===== src/rtl/q_axil_master.sv =====
// AXI4-Lite initiator for the Q-function slave: writes X/T/N/alpha, starts the core,
// polls STATUS until done, then reads Q back and reports it on the result port.
module q_axil_master #(
    parameter int                ADDR_W     = 32,
    parameter logic [ADDR_W-1:0] BASE_ADDR  = '0,
    parameter int                POLL_LIMIT = 1024
) (
    input  logic              aclk,
    input  logic              areset,
    input  logic              cmd_valid,
    output logic              cmd_ready,
    input  logic [31:0]       cmd_x,
    input  logic [31:0]       cmd_t,
    input  logic [31:0]       cmd_n,
    input  logic [31:0]       cmd_alpha,
    output logic              res_valid,
    output logic [31:0]       res_q,
    output logic [1:0]        res_err,
    output logic [ADDR_W-1:0] m_awaddr,
    output logic [2:0]        m_awprot,
    output logic              m_awvalid,
    input  logic              m_awready,
    output logic [31:0]       m_wdata,
    output logic [3:0]        m_wstrb,
    output logic              m_wvalid,
    input  logic              m_wready,
    input  logic [1:0]        m_bresp,
    input  logic              m_bvalid,
    output logic              m_bready,
    output logic [ADDR_W-1:0] m_araddr,
    output logic [2:0]        m_arprot,
    output logic              m_arvalid,
    input  logic              m_arready,
    input  logic [31:0]       m_rdata,
    input  logic [1:0]        m_rresp,
    input  logic              m_rvalid,
    output logic              m_rready
);

    typedef enum logic [2:0] {S_IDLE, S_WR, S_WB, S_RA, S_RD, S_FIN} state_t;

    localparam logic [15:0]       POLL_MAX   = 16'(POLL_LIMIT - 1);
    localparam logic [ADDR_W-1:0] ADR_STATUS = BASE_ADDR + ADDR_W'(32'h14);
    localparam logic [ADDR_W-1:0] ADR_Q      = BASE_ADDR + ADDR_W'(32'h18);

    state_t            state_q, state_d;
    logic [2:0]        idx_q, idx_d;
    logic [31:0]       x_q, x_d, t_q, t_d, n_q, n_d, alpha_q, alpha_d;
    logic              aw_done_q, aw_done_d, w_done_q, w_done_d;
    logic [ADDR_W-1:0] awaddr_q, awaddr_d, araddr_q, araddr_d;
    logic [31:0]       wdata_q, wdata_d;
    logic              rd_q_phase_q, rd_q_phase_d;
    logic [15:0]       poll_cnt_q, poll_cnt_d;
    logic [31:0]       res_q_q, res_q_d;
    logic [1:0]        res_err_q, res_err_d;

    logic [2:0]  idx_inc;
    logic [31:0] nxt_wdata;
    logic        aw_fin, w_fin;

    // Operand for the write that follows the current index (index 4 is CTRL.start).
    always_comb begin
        idx_inc = idx_q + 3'd1;
        case (idx_inc)
            3'd1:    nxt_wdata = t_q;
            3'd2:    nxt_wdata = n_q;
            3'd3:    nxt_wdata = alpha_q;
            default: nxt_wdata = 32'd1;
        endcase
    end

    always_comb begin
        state_d      = state_q;
        idx_d        = idx_q;
        x_d          = x_q;
        t_d          = t_q;
        n_d          = n_q;
        alpha_d      = alpha_q;
        aw_done_d    = aw_done_q;
        w_done_d     = w_done_q;
        awaddr_d     = awaddr_q;
        araddr_d     = araddr_q;
        wdata_d      = wdata_q;
        rd_q_phase_d = rd_q_phase_q;
        poll_cnt_d   = poll_cnt_q;
        res_q_d      = res_q_q;
        res_err_d    = res_err_q;
        aw_fin       = aw_done_q | m_awready;
        w_fin        = w_done_q | m_wready;

        case (state_q)
            S_IDLE: begin
                if (cmd_valid) begin
                    x_d        = cmd_x;
                    t_d        = cmd_t;
                    n_d        = cmd_n;
                    alpha_d    = cmd_alpha;
                    idx_d      = 3'd0;
                    awaddr_d   = BASE_ADDR;
                    wdata_d    = cmd_x;
                    aw_done_d  = 1'b0;
                    w_done_d   = 1'b0;
                    poll_cnt_d = 16'd0;
                    state_d    = S_WR;
                end
            end
            S_WR: begin
                aw_done_d = aw_fin;
                w_done_d  = w_fin;
                if (aw_fin && w_fin) state_d = S_WB;
            end
            S_WB: begin
                if (m_bvalid) begin
                    if (m_bresp != 2'b00) begin
                        res_err_d = 2'd1;
                        state_d   = S_FIN;
                    end else if (idx_q == 3'd4) begin
                        araddr_d     = ADR_STATUS;
                        rd_q_phase_d = 1'b0;
                        state_d      = S_RA;
                    end else begin
                        idx_d     = idx_inc;
                        awaddr_d  = BASE_ADDR + ADDR_W'({idx_inc, 2'b00});
                        wdata_d   = nxt_wdata;
                        aw_done_d = 1'b0;
                        w_done_d  = 1'b0;
                        state_d   = S_WR;
                    end
                end
            end
            S_RA: begin
                if (m_arready) state_d = S_RD;
            end
            S_RD: begin
                if (m_rvalid) begin
                    if (m_rresp != 2'b00) begin
                        res_err_d = 2'd1;
                        state_d   = S_FIN;
                    end else if (rd_q_phase_q) begin
                        res_q_d   = m_rdata;
                        res_err_d = 2'd0;
                        state_d   = S_FIN;
                    end else if (m_rdata[0]) begin
                        araddr_d     = ADR_Q;
                        rd_q_phase_d = 1'b1;
                        state_d      = S_RA;
                    end else if (poll_cnt_q < POLL_MAX) begin
                        poll_cnt_d = poll_cnt_q + 16'd1;
                        state_d    = S_RA;
                    end else begin
                        res_err_d = 2'd2;
                        state_d   = S_FIN;
                    end
                end
            end
            S_FIN:   state_d = S_IDLE;
            default: state_d = S_IDLE;
        endcase
    end

    always_ff @(posedge aclk) begin
        if (areset) begin
            state_q      <= S_IDLE;
            idx_q        <= 3'd0;
            x_q          <= '0;
            t_q          <= '0;
            n_q          <= '0;
            alpha_q      <= '0;
            aw_done_q    <= 1'b0;
            w_done_q     <= 1'b0;
            awaddr_q     <= '0;
            araddr_q     <= '0;
            wdata_q      <= '0;
            rd_q_phase_q <= 1'b0;
            poll_cnt_q   <= '0;
            res_q_q      <= '0;
            res_err_q    <= '0;
        end else begin
            state_q      <= state_d;
            idx_q        <= idx_d;
            x_q          <= x_d;
            t_q          <= t_d;
            n_q          <= n_d;
            alpha_q      <= alpha_d;
            aw_done_q    <= aw_done_d;
            w_done_q     <= w_done_d;
            awaddr_q     <= awaddr_d;
            araddr_q     <= araddr_d;
            wdata_q      <= wdata_d;
            rd_q_phase_q <= rd_q_phase_d;
            poll_cnt_q   <= poll_cnt_d;
            res_q_q      <= res_q_d;
            res_err_q    <= res_err_d;
        end
    end

    // Valids come only from flops, so they never follow ready combinationally.
    assign cmd_ready = (state_q == S_IDLE) && !areset;
    assign res_valid = (state_q == S_FIN);
    assign res_q     = res_q_q;
    assign res_err   = res_err_q;
    assign m_awaddr  = awaddr_q;
    assign m_awprot  = 3'b000;
    assign m_awvalid = (state_q == S_WR) && !aw_done_q;
    assign m_wdata   = wdata_q;
    assign m_wstrb   = 4'hF;
    assign m_wvalid  = (state_q == S_WR) && !w_done_q;
    assign m_bready  = (state_q == S_WB);
    assign m_araddr  = araddr_q;
    assign m_arprot  = 3'b000;
    assign m_arvalid = (state_q == S_RA);
    assign m_rready  = (state_q == S_RD);

endmodule


===== config.mk =====
export PLATFORM = sky130hd
export DESIGN_NAME = q_axil_master
export DESIGN_NICKNAME = d
export VERILOG_FILES = /design/src/rtl/q_axil_master.sv
export SDC_FILE = /design/constraint.sdc
export NUM_CORES = 1
export LEC_CHECK = 0
export ABC_AREA = 1
export BUFFER_PORTS_ARGS = -buffer_cell sky130_fd_sc_hd__buf_2
export CORE_MARGIN = 2
export CORE_UTILIZATION = 30
export DETAILED_ROUTE_END_ITERATION = 8
export SLEW_MARGIN = 30
export SYNTH_ARGS = -nofsm -noshare
export SYNTH_HDL_FRONTEND = slang
export SYNTH_SLANG_ARGS = --single-unit

===== constraint.sdc =====
create_clock -name aclk -period 2.4 [get_ports aclk]
set_input_delay 0.24 -clock aclk [delete_from_list [all_inputs] [get_ports aclk]]
set_output_delay 0.24 -clock aclk [all_outputs]
set_load 0.05 [all_outputs]

==> flow_summary_export.csv, run 1 <==
group,metric,value,unit
synth,ys.warnings.count,0,
floorplanning,initial_core_util,0.306,
floorplanning,die_area,30800,um2
worst_setup_path,end_kind,"flop",
finish,final_core_util,0.373,
sta,final.setup_skew,0.0195,ns
worst_setup_path,path_cells,"inv_1 > ha_1 > inv_1 > o21ai_1 > nand2_1 > nand2_2 > buf_4 > o21ai_0 > a21oi_1",
global_route,grt_max_degree,99,
cts,ctsLongestPathBuffers,2,
global_route,grt_antenna_before_repair,6,
global_route,gr-total-overflow,0,
drt,drt-total-wl,27800,um
power,finalPower,12.2,mW
drt,route.detailed.drc,0,
synth,ys_seq_elements,190,
finish,stdcell_area,10700,um2
global_route,grt_pass1_wl,43500,um
synth,synth.avg_cell_area,7.07,um2
sta,fin_ws,0.279,ns
floorplanning,num_rows,62,
global_route,track_usage,0.177,
power,leakagePower,4.71,nW
finish,nets,1625,
cts,clk_latency,0.44,ns
finish,fin_cells,1848,
place,dpl_worst_slack,0.263,ns
synth,syn-instance-count,1246,
floorplanning,num_io_pins,319,
global_route,grt_pass1_vias,8113,
sta,max_freq,472,MHz
cts,cts_tree,"built",
drt,vias,8736,
worst_setup_path,crit_family,"buffers and inverters",
worst_setup_path,arrival,2.49,ns
sta,finalCritPeriodShare,0.884,
cts,cts_sinks,190,
worst_setup_path,cp_common_cell,"inv_1",
floorplanning,die_w,175,um
sta,period_needed,2.12,ns
finish,area_growth,21.9,%
worst_setup_path,path_class,"flop to flop",
synth,synth_area,8810,um2
min_path,hp-class,"input pin to flop",
place,placed_area,10100,um2
power,vdd_ir_drop_max,662,uV
drt,routed_via_density,4.73,
cts,cts_max_level,4,
worst_setup_path,cp.required,2.77,ns
cts,clk_pin_slew,0.08,ns
sta,relSlewSlack,0.665,
cts,cts_made_buffers,17,
sta,tightest_slew,0.503,ns
synth,synth.yosys.seq_area_share,0.432,
place,dp.cells,1813,
run_status,outcome,"complete, no violations",
drt,ant_nets,0,
place,hpwl,18800,um
sta,rsz0062_at_grt,"false",
worst_setup_path,critPathLaunchType,"flop",
sta,fin_hold_ws,0.0580,ns
drt,wire_per_inst,15.0,um
place,globalplace.congestion,0.809,
finish,drive_gt1_frac,0.222,
power,cellPowerDensity,1140,nW/um2
sta,drv_slew,0,
cts,cts-root-buf,"clkbuf_16",
worst_setup_path,path_max_fanout,36,
floorplanning,core,28800,um2
finish,nFillCells,3094,
worst_setup_path,slowest_stage,"buf_4",
synth,yosys.cell_types.count,31,
synth,synth_top_area_cell,"dfxtp_1",
sta,setup_violations,0,
worst_setup_path,critPathMaxStageDelay,0.43,ns
drt,firstDrtPassIters,5,
synth,synth_top_area_frac,0.432,
place,port_buffers,250,
sta,tns,0,ns
drt,drt_iter0_drc,487,
synth,synth.top_cells.by_area,"dfxtp_1, nand2_1, a21oi_1, nand3_1, buf_4",
floorplanning,die_h,175,um
sta,hold_violations,0,
run,maxCapViolCount,0,
worst_setup_path,crit_buf_inv,3,
## per-layer routing
layer  routed length (um)  up-vias  global-route usage  part of all wire
met5                   38        -                   0            0.0014
met4                  400        6              0.0444             0.014
met3                 2130       28              0.0439             0.077
met2                12800      348               0.289              0.46
met1                12500     3994               0.234              0.45
li1                     -     4360                   -                 -
## area by class of cell
class	instances	area (um2)	area share
Multi-Input combinational cell	928	4210	0.391
Sequential cell	190	3800	0.354
Timing Repair Buffer	268	1480	0.138
Tap cell	384	480	0.0447
Clock buffer	17	425	0.0396
Clock inverter	14	171	0.0160
Inverter	43	166	0.0155
Antenna cell	4	10.0	0.000932
## cells in the mapped netlist
| library cell | number |
|---|---|
| inv_4 | 1 |
| inv_1 | 38 |
| a21oi_2 | 2 |
| clkbuf_1 | 45 |
| nand2_4 | 4 |
| a21oi_1 | 183 |
| xnor2_1 | 1 |
| buf_2 | 23 |
| conb_1 | 2 |
| o31ai_1 | 1 |
| ha_1 | 5 |
| nand4_1 | 5 |
| or2_2 | 3 |
| buf_4 | 71 |
| o21ai_0 | 45 |
| nor2_1 | 107 |
| o21ai_1 | 31 |
| buf_1 | 7 |
| nand3b_1 | 1 |
| nor3b_1 | 2 |
| inv_2 | 4 |
| dfxtp_1 | 190 |
| nand2_1 | 303 |
| nor2_4 | 1 |
| buf_6 | 5 |
| nand3_2 | 2 |
| nand2_2 | 2 |
| nor3_1 | 6 |
| nor2_8 | 2 |
| nor2_2 | 1 |
| nand3_1 | 153 |
## path summary, 6_finish.rpt
kind	from	end	slack, ns	depth (start not counted)
worst max-delay path	idx_q[0]	idx_q[2]	0.28	9
worst min-delay path	m_rdata[4]	res_q[4]	0.06	3
worst max register to register	idx_q[0]	idx_q[2]	0.28	9
worst min register to register	poll_cnt_q[12]	poll_cnt_q[12]	0.44	2
## logic make-up (layout without fill, tap and decap cells)
family                   after synthesis  after routing  synth area share
AO/OA/AOI/OAI                        262            262             0.150
XOR/XNOR                               1              1          0.000994
adder cells (fa/ha/maj)                5              5           0.00710
buffers and inverters                194            342             0.121
flip-flops                           190            190             0.432
other                                  2             72          0.000852
AND/OR/NAND/NOR                      592            592             0.289
## layout by cell type, fill, tap and decap left out, types with 6 or more instances in the layout
master	count
nand3_1	153
clkinv_8	6
nor2_1	105
nor3_1	6
o21ai_0	45
inv_1	37
conb_1	68
a21oi_1	183
o21ai_1	31
dfxtp_1	190
buf_4	13
buf_2	248
nand2_1	303
clkbuf_16	17
buf_12	7
## flip-flops by register name, summed over array words and instances (netlist names)
register	cells
poll_cnt_q	16
idx_q	3
n_q	32
alpha_q	32
rd_q_phase_q	1
m_araddr	3
res_q	32
w_done_q	1
res_err	2
state_q	3
t_q	32
aw_done_q	1
m_wdata	32
## where the power goes
group          switching (mW)  internal (mW)
sequential              0.374           3.80
combinational            3.88           1.29
clock                    1.46           1.40
## timing repair
action                     in CTS  in global routing
gates resized for setup         0                  2
setup buffers                   0                  0
hold buffers                    0                  0
setup endpoints to repair       0                  1
## worst register-to-register path: stages, from the launching register on
cell and delay (ns):
dfxtp_1 0.36, inv_1 0.11, ha_1 0.23, inv_1 0.11
o21ai_1 0.31, nand2_1 0.11, nand2_2 0.11, buf_4 0.43
o21ai_0 0.16, a21oi_1 0.13
Power figures use the tool's default switching activity.
==> run 2, diff against run 1 <==
- RECOVER_POWER: unset -> 100
==> run 2 against run 1 <==
Net effect:
- worst setup slack lost 0.091 ns
- core utilization shrank 0.52 points
- combinational power shrank 3%
- largest power group unchanged
- first-iteration DRC count grew 4.7%
- highest routed layer unchanged
==> flow_summary_export.csv, run 2 (synthesis gave the netlist of run 1 again) <==
group,metric,value,unit
sta,relSlewSlack,0.240,
worst_setup_path,worstReg2RegStart,"poll_cnt_q[0]",
global_route,track_usage,0.177,
finish,drive_gt1_frac,0.166,
cts,cts_made_buffers,17,
sta,period_needed,2.21,ns
global_route,grt_antenna_before_repair,6,
worst_setup_path,path_max_fanout,19,
cts,cts_tree,"built",
run,maxCapViolCount,0,
min_path,hold_end,"n_q[24]",
global_route,grt_pass1_vias,8113,
floorplanning,die_area,30800,um2
finish,stdcell_area,10600,um2
power,combPwrFrac,0.416,
sta,max_freq,452,MHz
worst_setup_path,path_class,"flop to output port",
worst_setup_path,critPathLaunchType,"flop",
place,placed_area,10100,um2
power,cellPowerDensity,1140,nW/um2
floorplanning,die_h,175,um
sta,finalCritPeriodShare,0.922,
worst_setup_path,r2r_cells,10,
place,port_buffers,250,
run_status,outcome,"complete, no violations",
finish,layout_commonest_cell,"nand2_1",
finish,area_growth,20.2,%
worst_setup_path,rrSetupSlack,0.27,ns
cts,cts_sinks,190,
place,hpwl,18800,um
cts,holdBufCountCts,0,
cts,clk_pin_slew,0.09,ns
drt,vias,8742,
floorplanning,initial_core_util,0.306,
cts,cts-root-buf,"clkbuf_16",
place,globalplace.congestion,0.809,
global_route,grt_busiest_layer,"met2",
min_path,hp-start,"cmd_n[24]",
floorplanning,num_io_pins,319,
sta,hold_violations,0,
power,internal-power,6.37,mW
sta,tns,0,ns
worst_setup_path,cp.required,2.16,ns
cts,cts_max_level,4,
sta,drv_slew,0,
global_route,grtUsageMet3,0.0439,
finish,nets,1625,
power,leakagePower,4.38,nW
power,p_sw,5.69,mW
drt,routed_via_density,4.73,
finish,final_core_util,0.368,
place,dp.cells,1813,
drt,ant_nets,0,
global_route,gr-usage-met1,0.234,
power,vdd_ir_drop_max,671,uV
finish,fin_cells,1848,
drt,drt_iter0_drc,510,
worst_setup_path,arrival,1.97,ns
sta,setup_violations,0,
worst_setup_path,critPathMaxStageDelay,0.48,ns
global_route,gr-total-overflow,0,
global_route,met2_usage,0.289,
global_route,grt_pass1_wl,43500,um
drt,firstDrtPassIters,5,
floorplanning,die_w,175,um
drt,route.detailed.drc,0,
worst_setup_path,end_kind,"output port",
drt,drt-total-wl,27900,um
sta,fin_hold_ws,0.0596,ns
min_path,hp-class,"input pin to flop",
worst_setup_path,crit_family,"buffers and inverters",
worst_setup_path,crit_buf_inv,2,
finish,final_cell_mix,"nand2_1, dfxtp_1, a21oi_1",
power,pwr-share-clk,0.237,
cts,clk_latency,0.44,ns
drt,wire_per_inst,15.1,um
sta,final.setup_skew,0.0205,ns
cts,ctsLongestPathBuffers,2,
worst_setup_path,timing.rr.end,"poll_cnt_q[1]",
sta,tightest_slew,1.14,ns
floorplanning,core,28800,um2
power,switching_share,0.472,
sta,rsz0062_at_grt,"false",
worst_setup_path,slowest_stage,"dfxtp_1",
worst_setup_path,path_cells,"nand2_1 > nor2_1 > buf_4 > clkbuf_2",
global_route,grt_max_degree,99,
min_path,min_delay_path_depth,3,
power,power_frac_seq,0.347,
floorplanning,num_rows,62,
run 2: cell type report:
type | instances | area [um2]
Multi-Input combinational cell | 928 | 4170
Clock buffer | 17 | 425
Fill cell | 3139 | 18200
Antenna cell | 4 | 10.0
Timing Repair Buffer | 268 | 1370
Clock inverter | 14 | 171
Tap cell | 384 | 480
Sequential cell | 190 | 3800
Inverter | 43 | 166
run 2: how the worst max path moves through the flow:
stage               depth (start not counted)         end        from  slack [ns]
CTS                                         9  m_wdata[3]    idx_q[0]        0.23
global placement                            9  m_wdata[3]    idx_q[0]        0.36
global route                                4    m_bready  state_q[1]        0.06
finish                                      4    m_bready  state_q[1]        0.19
detailed placement                          9  m_wdata[2]    idx_q[0]        0.26
floorplan                                   3   res_valid  state_q[2]        0.40
run 2: tightest hold or removal path, cell delays in order:
cell	delay, ns
buf_2	0.10
nand3_1	0.06
a21oi_1	0.06
run 2: stage by stage:
stage          power, mW  setup WS, ns
5_1_grt             12.8        0.0553
6_report            12.1         0.188
4_1_cts             12.3         0.232
3_5_place_dp        9.42         0.263
3_3_place_gp        9.37         0.364
2_1_floorplan       8.08         0.396
run 2: metal layers:
layer  share of wire  wire [um]
met5          0.0014         38
met4           0.012        337
met1            0.44      12400
met3           0.078       2160
met2            0.46      12900
run 2: power by group through the flow:
stage,Clock [mW],Sequential [mW],Combinational [mW]
2_1_floorplan,0,5.16,2.93
3_3_place_gp,0,4.23,5.14
3_5_place_dp,0,4.24,5.19
4_1_cts,2.95,4.17,5.20
5_1_grt,3.07,4.26,5.49
6_report,2.86,4.18,5.02
run 2: what timing repair did:
item | CTS | global route
resized for setup | 0 | 2
setup endpoints to repair | 0 | 1
buffers inserted | 0 | 0
